File: src/rtl/jk_counter_reg.sv
// WIDTH-bit JK flip-flop bank with up/down modulo counting and parallel load.
// Define JKREG_SATURATE_EN to make the count modes saturate instead of wrap.
module jk_counter_reg #(
    parameter int WIDTH       = 4,
    parameter int MODULUS     = 2**WIDTH,
    parameter int RESET_VALUE = 0
) (
    input  logic             CLK,
    input  logic             RESET,
    input  logic             EN,
    input  logic [1:0]       MODE,
    input  logic [WIDTH-1:0] J,
    input  logic [WIDTH-1:0] K,
    input  logic [WIDTH-1:0] D,
    output logic [WIDTH-1:0] Q,
    output logic [WIDTH-1:0] QN,
    output logic             TC
);

    localparam logic [1:0] MODE_JK   = 2'b00;
    localparam logic [1:0] MODE_UP   = 2'b01;
    localparam logic [1:0] MODE_DOWN = 2'b10;
    localparam logic [1:0] MODE_LOAD = 2'b11;

    // Range compares use WIDTH+1 bits so MODULUS = 2**WIDTH stays representable.
    localparam logic [WIDTH:0]   MOD_X  = (WIDTH+1)'(MODULUS);
    localparam logic [WIDTH:0]   MAX_X  = MOD_X - {{WIDTH{1'b0}}, 1'b1};
    localparam logic [WIDTH-1:0] MAX_Q  = MAX_X[WIDTH-1:0];
    localparam logic [WIDTH-1:0] RST_Q  = WIDTH'(RESET_VALUE);
    localparam logic [WIDTH-1:0] ZERO_Q = {WIDTH{1'b0}};
    localparam logic [WIDTH-1:0] ONE_Q  = {{(WIDTH-1){1'b0}}, 1'b1};

    logic [WIDTH-1:0] q_r;
    logic [WIDTH-1:0] q_next_s;
    logic             tc_s;

    function automatic logic [WIDTH-1:0] jk_next(
        input logic [WIDTH-1:0] q,
        input logic [WIDTH-1:0] j,
        input logic [WIDTH-1:0] k
    );
        jk_next = (j & ~q) | (~k & q);
    endfunction

    function automatic logic [WIDTH-1:0] up_next(input logic [WIDTH-1:0] q);
        logic [WIDTH:0] qx;
        qx = {1'b0, q};
`ifdef JKREG_SATURATE_EN
        if (qx >= MAX_X) begin
            up_next = MAX_Q;
        end else begin
            up_next = q + ONE_Q;
        end
`else
        if (qx >= MAX_X) begin
            up_next = ZERO_Q;
        end else begin
            up_next = q + ONE_Q;
        end
`endif
    endfunction

    function automatic logic [WIDTH-1:0] down_next(input logic [WIDTH-1:0] q);
        logic [WIDTH:0] qx;
        qx = {1'b0, q};
`ifdef JKREG_SATURATE_EN
        if (qx >= MOD_X) begin
            down_next = MAX_Q;
        end else if (q == ZERO_Q) begin
            down_next = ZERO_Q;
        end else begin
            down_next = q - ONE_Q;
        end
`else
        if ((q == ZERO_Q) || (qx >= MOD_X)) begin
            down_next = MAX_Q;
        end else begin
            down_next = q - ONE_Q;
        end
`endif
    endfunction

    function automatic logic up_tc(input logic [WIDTH-1:0] q);
        logic [WIDTH:0] qx;
        qx = {1'b0, q};
`ifdef JKREG_SATURATE_EN
        up_tc = (qx == MAX_X);
`else
        up_tc = (qx >= MAX_X);
`endif
    endfunction

    function automatic logic down_tc(input logic [WIDTH-1:0] q);
        logic [WIDTH:0] qx;
        qx = {1'b0, q};
`ifdef JKREG_SATURATE_EN
        down_tc = (q == ZERO_Q);
`else
        down_tc = (q == ZERO_Q) || (qx >= MOD_X);
`endif
    endfunction

    // Next-state selection by mode; EN=0 holds in every mode.
    always_comb begin
        q_next_s = q_r;
        if (EN) begin
            case (MODE)
                MODE_JK:   q_next_s = jk_next(q_r, J, K);
                MODE_UP:   q_next_s = up_next(q_r);
                MODE_DOWN: q_next_s = down_next(q_r);
                MODE_LOAD: q_next_s = D;
                default:   q_next_s = q_r;
            endcase
        end else begin
            q_next_s = q_r;
        end
    end

    // Terminal-count flag: high when the next enabled edge wraps (or is saturated).
    always_comb begin
        tc_s = 1'b0;
        if (EN) begin
            case (MODE)
                MODE_UP:   tc_s = up_tc(q_r);
                MODE_DOWN: tc_s = down_tc(q_r);
                default:   tc_s = 1'b0;
            endcase
        end else begin
            tc_s = 1'b0;
        end
    end

    // State register with asynchronous reset to RESET_VALUE.
    always_ff @(posedge CLK or posedge RESET) begin
        if (RESET) begin
            q_r <= RST_Q;
        end else begin
            q_r <= q_next_s;
        end
    end

    assign Q  = q_r;
    assign QN = ~q_r;
    assign TC = tc_s;

endmodule

File: config.mk
export PLATFORM = sky130hd
export DESIGN_NAME = jk_counter_reg
export DESIGN_NICKNAME = d
export VERILOG_FILES = /design/src/rtl/jk_counter_reg.sv
export SDC_FILE = /design/constraint.sdc
export NUM_CORES = 1
export LEC_CHECK = 0
export ABC_CLOCK_PERIOD_IN_PS = 3100
export CAP_MARGIN = 15
export CELL_PAD_IN_SITES_DETAIL_PLACEMENT = 2
export CELL_PAD_IN_SITES_GLOBAL_PLACEMENT = 2
export CORE_MARGIN = 4
export CORE_UTILIZATION = 21
export CTS_CLUSTER_DIAMETER = 50
export DETAILED_ROUTE_END_ITERATION = 12
export PLACE_DENSITY_LB_ADDON = 0.1
export SYNTH_ARGS = -nofsm -noshare
export SYNTH_HDL_FRONTEND = slang
export SYNTH_SLANG_ARGS = --single-unit
File: constraint.sdc
create_clock -name CLK -period 3.1 [get_ports CLK]
set_input_delay 0.93 -clock CLK [delete_from_list [all_inputs] [get_ports CLK]]
set_output_delay 0.93 -clock CLK [all_outputs]
set_load 0.03 [all_outputs]
==> summary.md <==
| Metric | Value |
|---|---|
| Remaining Overflow, GRT | 0 |
| Placed cell areas | 810.8 um^2 |
| Commonest non-fill, non-tap cell in the layout | clkdlybuf4s50_1 |
| N_diodes | 0 |
| Vias in the first global route | 673 |
| Iteration-0 DRC Markers | 5 |
| Adder-Cell Fraction of Synth Area | 14.89% |
| PnR worst setup slack | 0.1343 ns |
| Synth Flop Type | dfrtp_1 |
| Sw Ratio | 45.06% |
| Syn nets | 89 |
| Die area | 3249 um^2 |
| Syn-to-layout area delta | 66.25% |
| WL met3 | 81 um |
| Post-synthesis compound-gate area fraction | 30.52% |
| Async SR Flop Fraction | 100.0% |
| Setup TNS Final | 0 ns |
| Yosys warns | 0 |
| Fin nets | 123 |
| Via count of the routed design | 619 |
| Post-synth EDFFs | 0 |
| DRC Markers | 0 |
| Slew Viols, Final | 0 |
| Root buffer cell | clkbuf_4 |
| Routed Antenna Nets | 0 |
| Cells after synthesis | 66 |
| Clk_skew | 0.005038 ns |
| I/O Buffers | 25 |
| Largest net degree at the start of global routing | 12 |
| HPWL reported at the end of detailed placement | 1.488 mm |
| Reg power frac | 24.7% |
| Post-route insts no fill | 126 |
| Core Util, Final | 37.18% |
| Mapped cell area | 504.2 um^2 |
| Required time worst endpoint | 2.17 ns |
| First drt pass iteration count | 4 |
| Starting Density | 22.36% |
| Num ports | 26 |
| CP max FO | 3 |
| Gr usage total | 12.53% |
| Rel. slew slack | 76.31% |
| Seq/Total Area, Yosys | 19.85% |
| Die height | 57 um |
| Leak | 0.3812 nW |
| Hold WC Path Type | register to register |
| Share of layout cells above drive strength 1 | 12.24% |
| RePlAce Congestion | 0.7772 |
| WL met2 | 928 um |
| Minimum clock period | 2.966 ns |
| Sw Pwr | 0.1787 mW |
| Synth unique cells | 29 |
| Clk sink count | 4 |
| Number of flip-flops in the largest register | 4 |
| Peak VDD IR | 245.1 uV |
| Cells along the critical path | dlygate4sd2_1, buf_4, ha_1, nand4_1, o21ai_1, and3_1, buf_4 |
| Tot Pwr | 0.3965 mW |
| PwrDens | 473.0 nW/um^2 |
| FP Rows | 17 |
| Yosys reg bits | 4 |
| Die outline width | 57 um |
| Crit end category | output pin |
| Critical Path AT | 2.04 ns |
| Routed WL per cell | 14.63 um |
| Delay-heaviest family, CP | buffers and inverters |
| Final Hold Fails | 0 |
| Crit share post-route | 95.67% |
| Comb pwr share | 58.9% |
| Xor and xnor area share after synthesis | 1.737% |
| Vias per std cell | 4.913 |
| CP startpoint kind | input pin |
| Crit path buf inv count | 3 |
| Largest family of logic cells by synthesized area | compound AO/OA/AOI/OAI gates |
| Clock Path Buffers | 2 |
| Simple-Gate Fraction of Synth Area | 18.61% |
| Status | finished clean |
| Pre-CTS setup slack | -0.09802 ns |
| Hold Slack | 0.7255 ns |
| CP max stage cell | dlygate4sd2_1 |
| Crit-path most repeated cell | buf_4 |
| F_max | 337.2 MHz |
| First-pass GRT wire length | 3.174 mm |
| # Max-Cap Violations | 0 |
| Placed cell count | 122 |
| Synthesized area per cell | 7.640 um^2 |
| Tightest Pin Transition | 0.3554 ns |
| Final instance area | 838.3 um^2 |
| Highest routed layer | met3 |
| CORE AREA | 2255 um^2 |
| Fillers | 298 |
| CTS tree | yes |
| Cts bufs inserted | 3 |
| Antenna violations before repair | 0 |
| Kind of critical path | input pin to output pin |
| RSZ-0062 raised after global routing | false |
| Multiplexer share of the synthesized area | 1.985% |
| Most frequent cells in the layout | clkdlybuf4s50_1, inv_1, buf_4 |
| Critical Path Max Stage Delay | 0.25 ns |
| Clock Pin Slew Worst Setup and Hold Paths | 0.04 ns |
| Worst skew pair latency | 0.24 ns |
| Int Pwr | 0.2178 mW |
| Clock share of power | 16.5% |
| Setup Viol. Count Final | 0 |
| Routed WL | 1.844 mm |
| Routed length on met1 | 834 um |
| # H-tree levels | 1 |
## layer usage
layer / global-route usage [%] / vias to the layer above
li1: - / 303
met4: 5.960 / 0
met3: 1.584 / 0
met5: 0 / -
met1: 15.78 / 300
met2: 21.04 / 16
## synth_stat cells, types with 2 or more instances
library cell,instances,area share [%]
nand2_1,3,2.2
buf_2,2,2.0
nand4_1,2,2.5
dfrtp_1,4,20
a21oi_1,4,4.0
ha_1,6,15
a31oi_1,4,5.0
o21ai_0,8,7.9
nand3_1,3,3.0
inv_1,10,7.4
nand3b_1,2,3.0
## timing repair
action,CTS,global route
resized for setup,2,1
buffers inserted,1,0
hold buffers,0,0
setup endpoints to repair,1,1
## final cells by class
| class | count | area [um^2] | area share [%] |
|---|---|---|---|
| Clock buffer | 3 | 22.52 | 2.687 |
| Inverter | 11 | 41.29 | 4.925 |
| Multi-Input combinational cell | 48 | 341.6 | 40.75 |
| Sequential cell | 4 | 100.1 | 11.94 |
| Tap cell | 28 | 35.03 | 4.179 |
| Timing Repair Buffer | 32 | 297.8 | 35.52 |
## cells by family (layout without fill, tap and decap cells)
group,Yosys count,after routing
multiplexers,1,1
buffers and inverters,14,46
AO/OA/AOI/OAI,24,24
flip-flops,4,4
adder cells (fa/ha/maj),6,6
AND/OR/NAND/NOR,16,16
XOR/XNOR,1,1
## power groups by stage
stage	Sequential, mW	Combinational [mW]	Clock, mW
after CTS	0.0986	0.236	0.0705
final	0.0978	0.233	0.0653
after global placement	0.0988	0.234	0
after floorplan	0.108	0.120	0
after detailed placement	0.0994	0.235	0
after global routing	0.102	0.253	0.0745
## worst paths after layout
check	startpoint	endpoint	slack, ns	cells after the start
max	MODE[0]	TC	0.13	7
min	Q[3]	Q[3]	0.73	2
max reg2reg	Q[0]	Q[0]	1.23	8
min reg2reg	Q[3]	Q[3]	0.73	2
max in group asynchronous	RESET	Q[0]	2.06	2
min in group asynchronous	RESET	Q[3]	0.88	2
## worst min-delay path, cell delays in order, from the launching register on
cell and delay [ns]:
dfrtp_1 0.47, nand3_1 0.12, a31oi_1 0.09
Power figures use the tool's default switching activity.
==> patch (same settings) <==
The parameter `WIDTH` goes from 4 to 6.
--- a/src/rtl/jk_counter_reg.sv
+++ b/src/rtl/jk_counter_reg.sv
@@ -2,5 +2,5 @@
 // Define JKREG_SATURATE_EN to make the count modes saturate instead of wrap.
 module jk_counter_reg #(
-    parameter int WIDTH       = 4,
+    parameter int WIDTH       = 6,
     parameter int MODULUS     = 2**WIDTH,
     parameter int RESET_VALUE = 0
Ports: changed (5 resized); port bits go from 26 to 36. No check against the original RTL was run, so the function may have changed too.
==> patch against the original RTL <==
- die area rose by 34%
- wire length rose by 56%
- worst setup slack got worse by 0.031 ns
- final cell count rose by 40%
- critical path depth did not move
- critical path type is now flop to output pin
- core utilization rose by 0.54 points
- largest cell class unchanged
- first-iteration DRC count rose to 2.6 times the old value
- synthesized area rose by 39%
- combinational power rose by 120%
- total power rose by 91%
- final area rose by 41%
- sequential share of layout area rose by 0.79 points
- sequential cell count rose by 2
- synthesized cell count rose by 36%
==> patch: results (changes against the original RTL) <==
Synth Area in XOR/XNOR=0.0374 (+0.0200); Post-synth top cells=a31oi_1, inv_1, a21oi_1; status=finished, final reports clean; hold-critical path endpoint=Q[0]; cell area after placement=1150 um^2 (+41%); Routed Wire Length=2890 um (+56%); Leakage=0.476 nW (+25%); First-pass DRT Iterations=2 (-2); mux cell area share after synthesis=0 (-0.0199); register area share after synthesis=0.214 (+0.0150); largest net degree at the start of global routing=14 (+2); post-DP HPWL=2360 um (+59%); Total GRT Usage=0.141 (+0.0153); Setup Buffers After CTS=0 (-1); CP peak stage delay=0.53 ns (+0.28 ns); post-synthesis compound-gate area fraction=0.356 (+0.0507); worst hold start=Q[0]; layout cells sized above 1=0.158 (+0.0354); # port buffers=35 (+40%); R2R cell count=6 (-2); final-stage net count=164 (+33%); worst IR drop on VDD=0.319 mV (+30%); slowest cell on the critical path=or4b_4; Top delay family on crit path=simple AND/OR/NAND/NOR gates; number of global-route vias before repair=942 (+40%); Synth Area in Adders=0.107 (-0.0421); FILL cells=361 (+21%); routability cong.=0.709 (-8.8%); worst-path fanout max=5 (+2); max reg flops=6 (+2); hold depth=3 (+1); Final Skew=0.00346 ns (-0.00157 ns); worst-margin pin slew=0.505 ns (+0.150 ns); Max Buffers Root-to-Sink=2 (unchanged); Mapped Nets=119 (+34%); CTS clk-pin slew, worst paths=0.05 ns; final hold slack=0.740 ns (+0.0145 ns); reg2reg setup slack=1.25 ns (+0.02 ns); top cells by area, synth=dfrtp_1, a31oi_1, ha_1, inv_1, a21oi_1; worst path arrival time=2.07 ns (+0.03 ns); Synth cell types=30 (+3.4%); via count=878 (+42%); DR iter-0 viols=13 (+8); first-pass GRT wire length=4620 um (+45%)
-- patch: cell count changes in the layout (fill, tap and decap cells not counted), sizes merged, moves of 3 or more --
cell,before,now
nand2,3,6
a31oi,4,13
a21oi,4,8
nand2b,2,5
o21ai,9,6
xnor2,0,3
clkdlybuf4s50,22,32
-- patch: worst max-delay path by stage --
| stage | end | cells past startpoint | startpoint | slack, ns |
|---|---|---|---|---|
| 3_5_place_dp | TC | 8 | MODE[0] | -0.11 |
| 2_1_floorplan | TC | 6 | Q[0] | 0.01 |
| 3_3_place_gp | TC | 8 | MODE[0] | -0.06 |
| 6_report | TC | 7 | Q[0] | 0.10 |
| 5_1_grt | TC | 7 | Q[0] | -0.04 |
| 4_1_cts | TC | 8 | MODE[0] | 0.05 |
-- patch: stage by stage --
step	setup TNS, ns	cells	worst slack (ns)	utilization
2_1_floorplan	0	90	0.0103	-
3_3_place_gp	-0.0614	174	-0.0614	0.366
3_5_place_dp	-0.107	174	-0.107	0.366
4_1_cts	0	177	0.0465	0.374
5_1_grt	-0.0391	177	-0.0391	0.377
6_report	0	177	0.103	0.377
-- patch: cell type report --
class,count,share of cell area
repair buffers,43,0.345
clock buffers,3,0.0191
inverters,11,0.0350
multi-input cells,70,0.427
well taps,44,0.0467
flip-flops and latches,6,0.127
-- patch: power by group --
group	total, mW	switching, mW	internal (mW)
logic	0.519	0.294	0.226
registers	0.162	0.0550	0.107
clock network	0.0754	0.0313	0.0440
-- patch: repair_timing --
action / in CTS / in global routing
hold endpoints to repair: 0 / 0
pin swaps: 3 / 2
resized for setup: 3 / 3
setup endpoints to repair: 1 / 1
-- patch: routing by layer --
layer  global-route usage  share of wire  vias up
li1                     -              -      420
met1                0.162           0.43      435
met2                0.264           0.53       21
met3               0.0102          0.028        2
met4               0.0544         0.0094        0
met5                    0              0        -
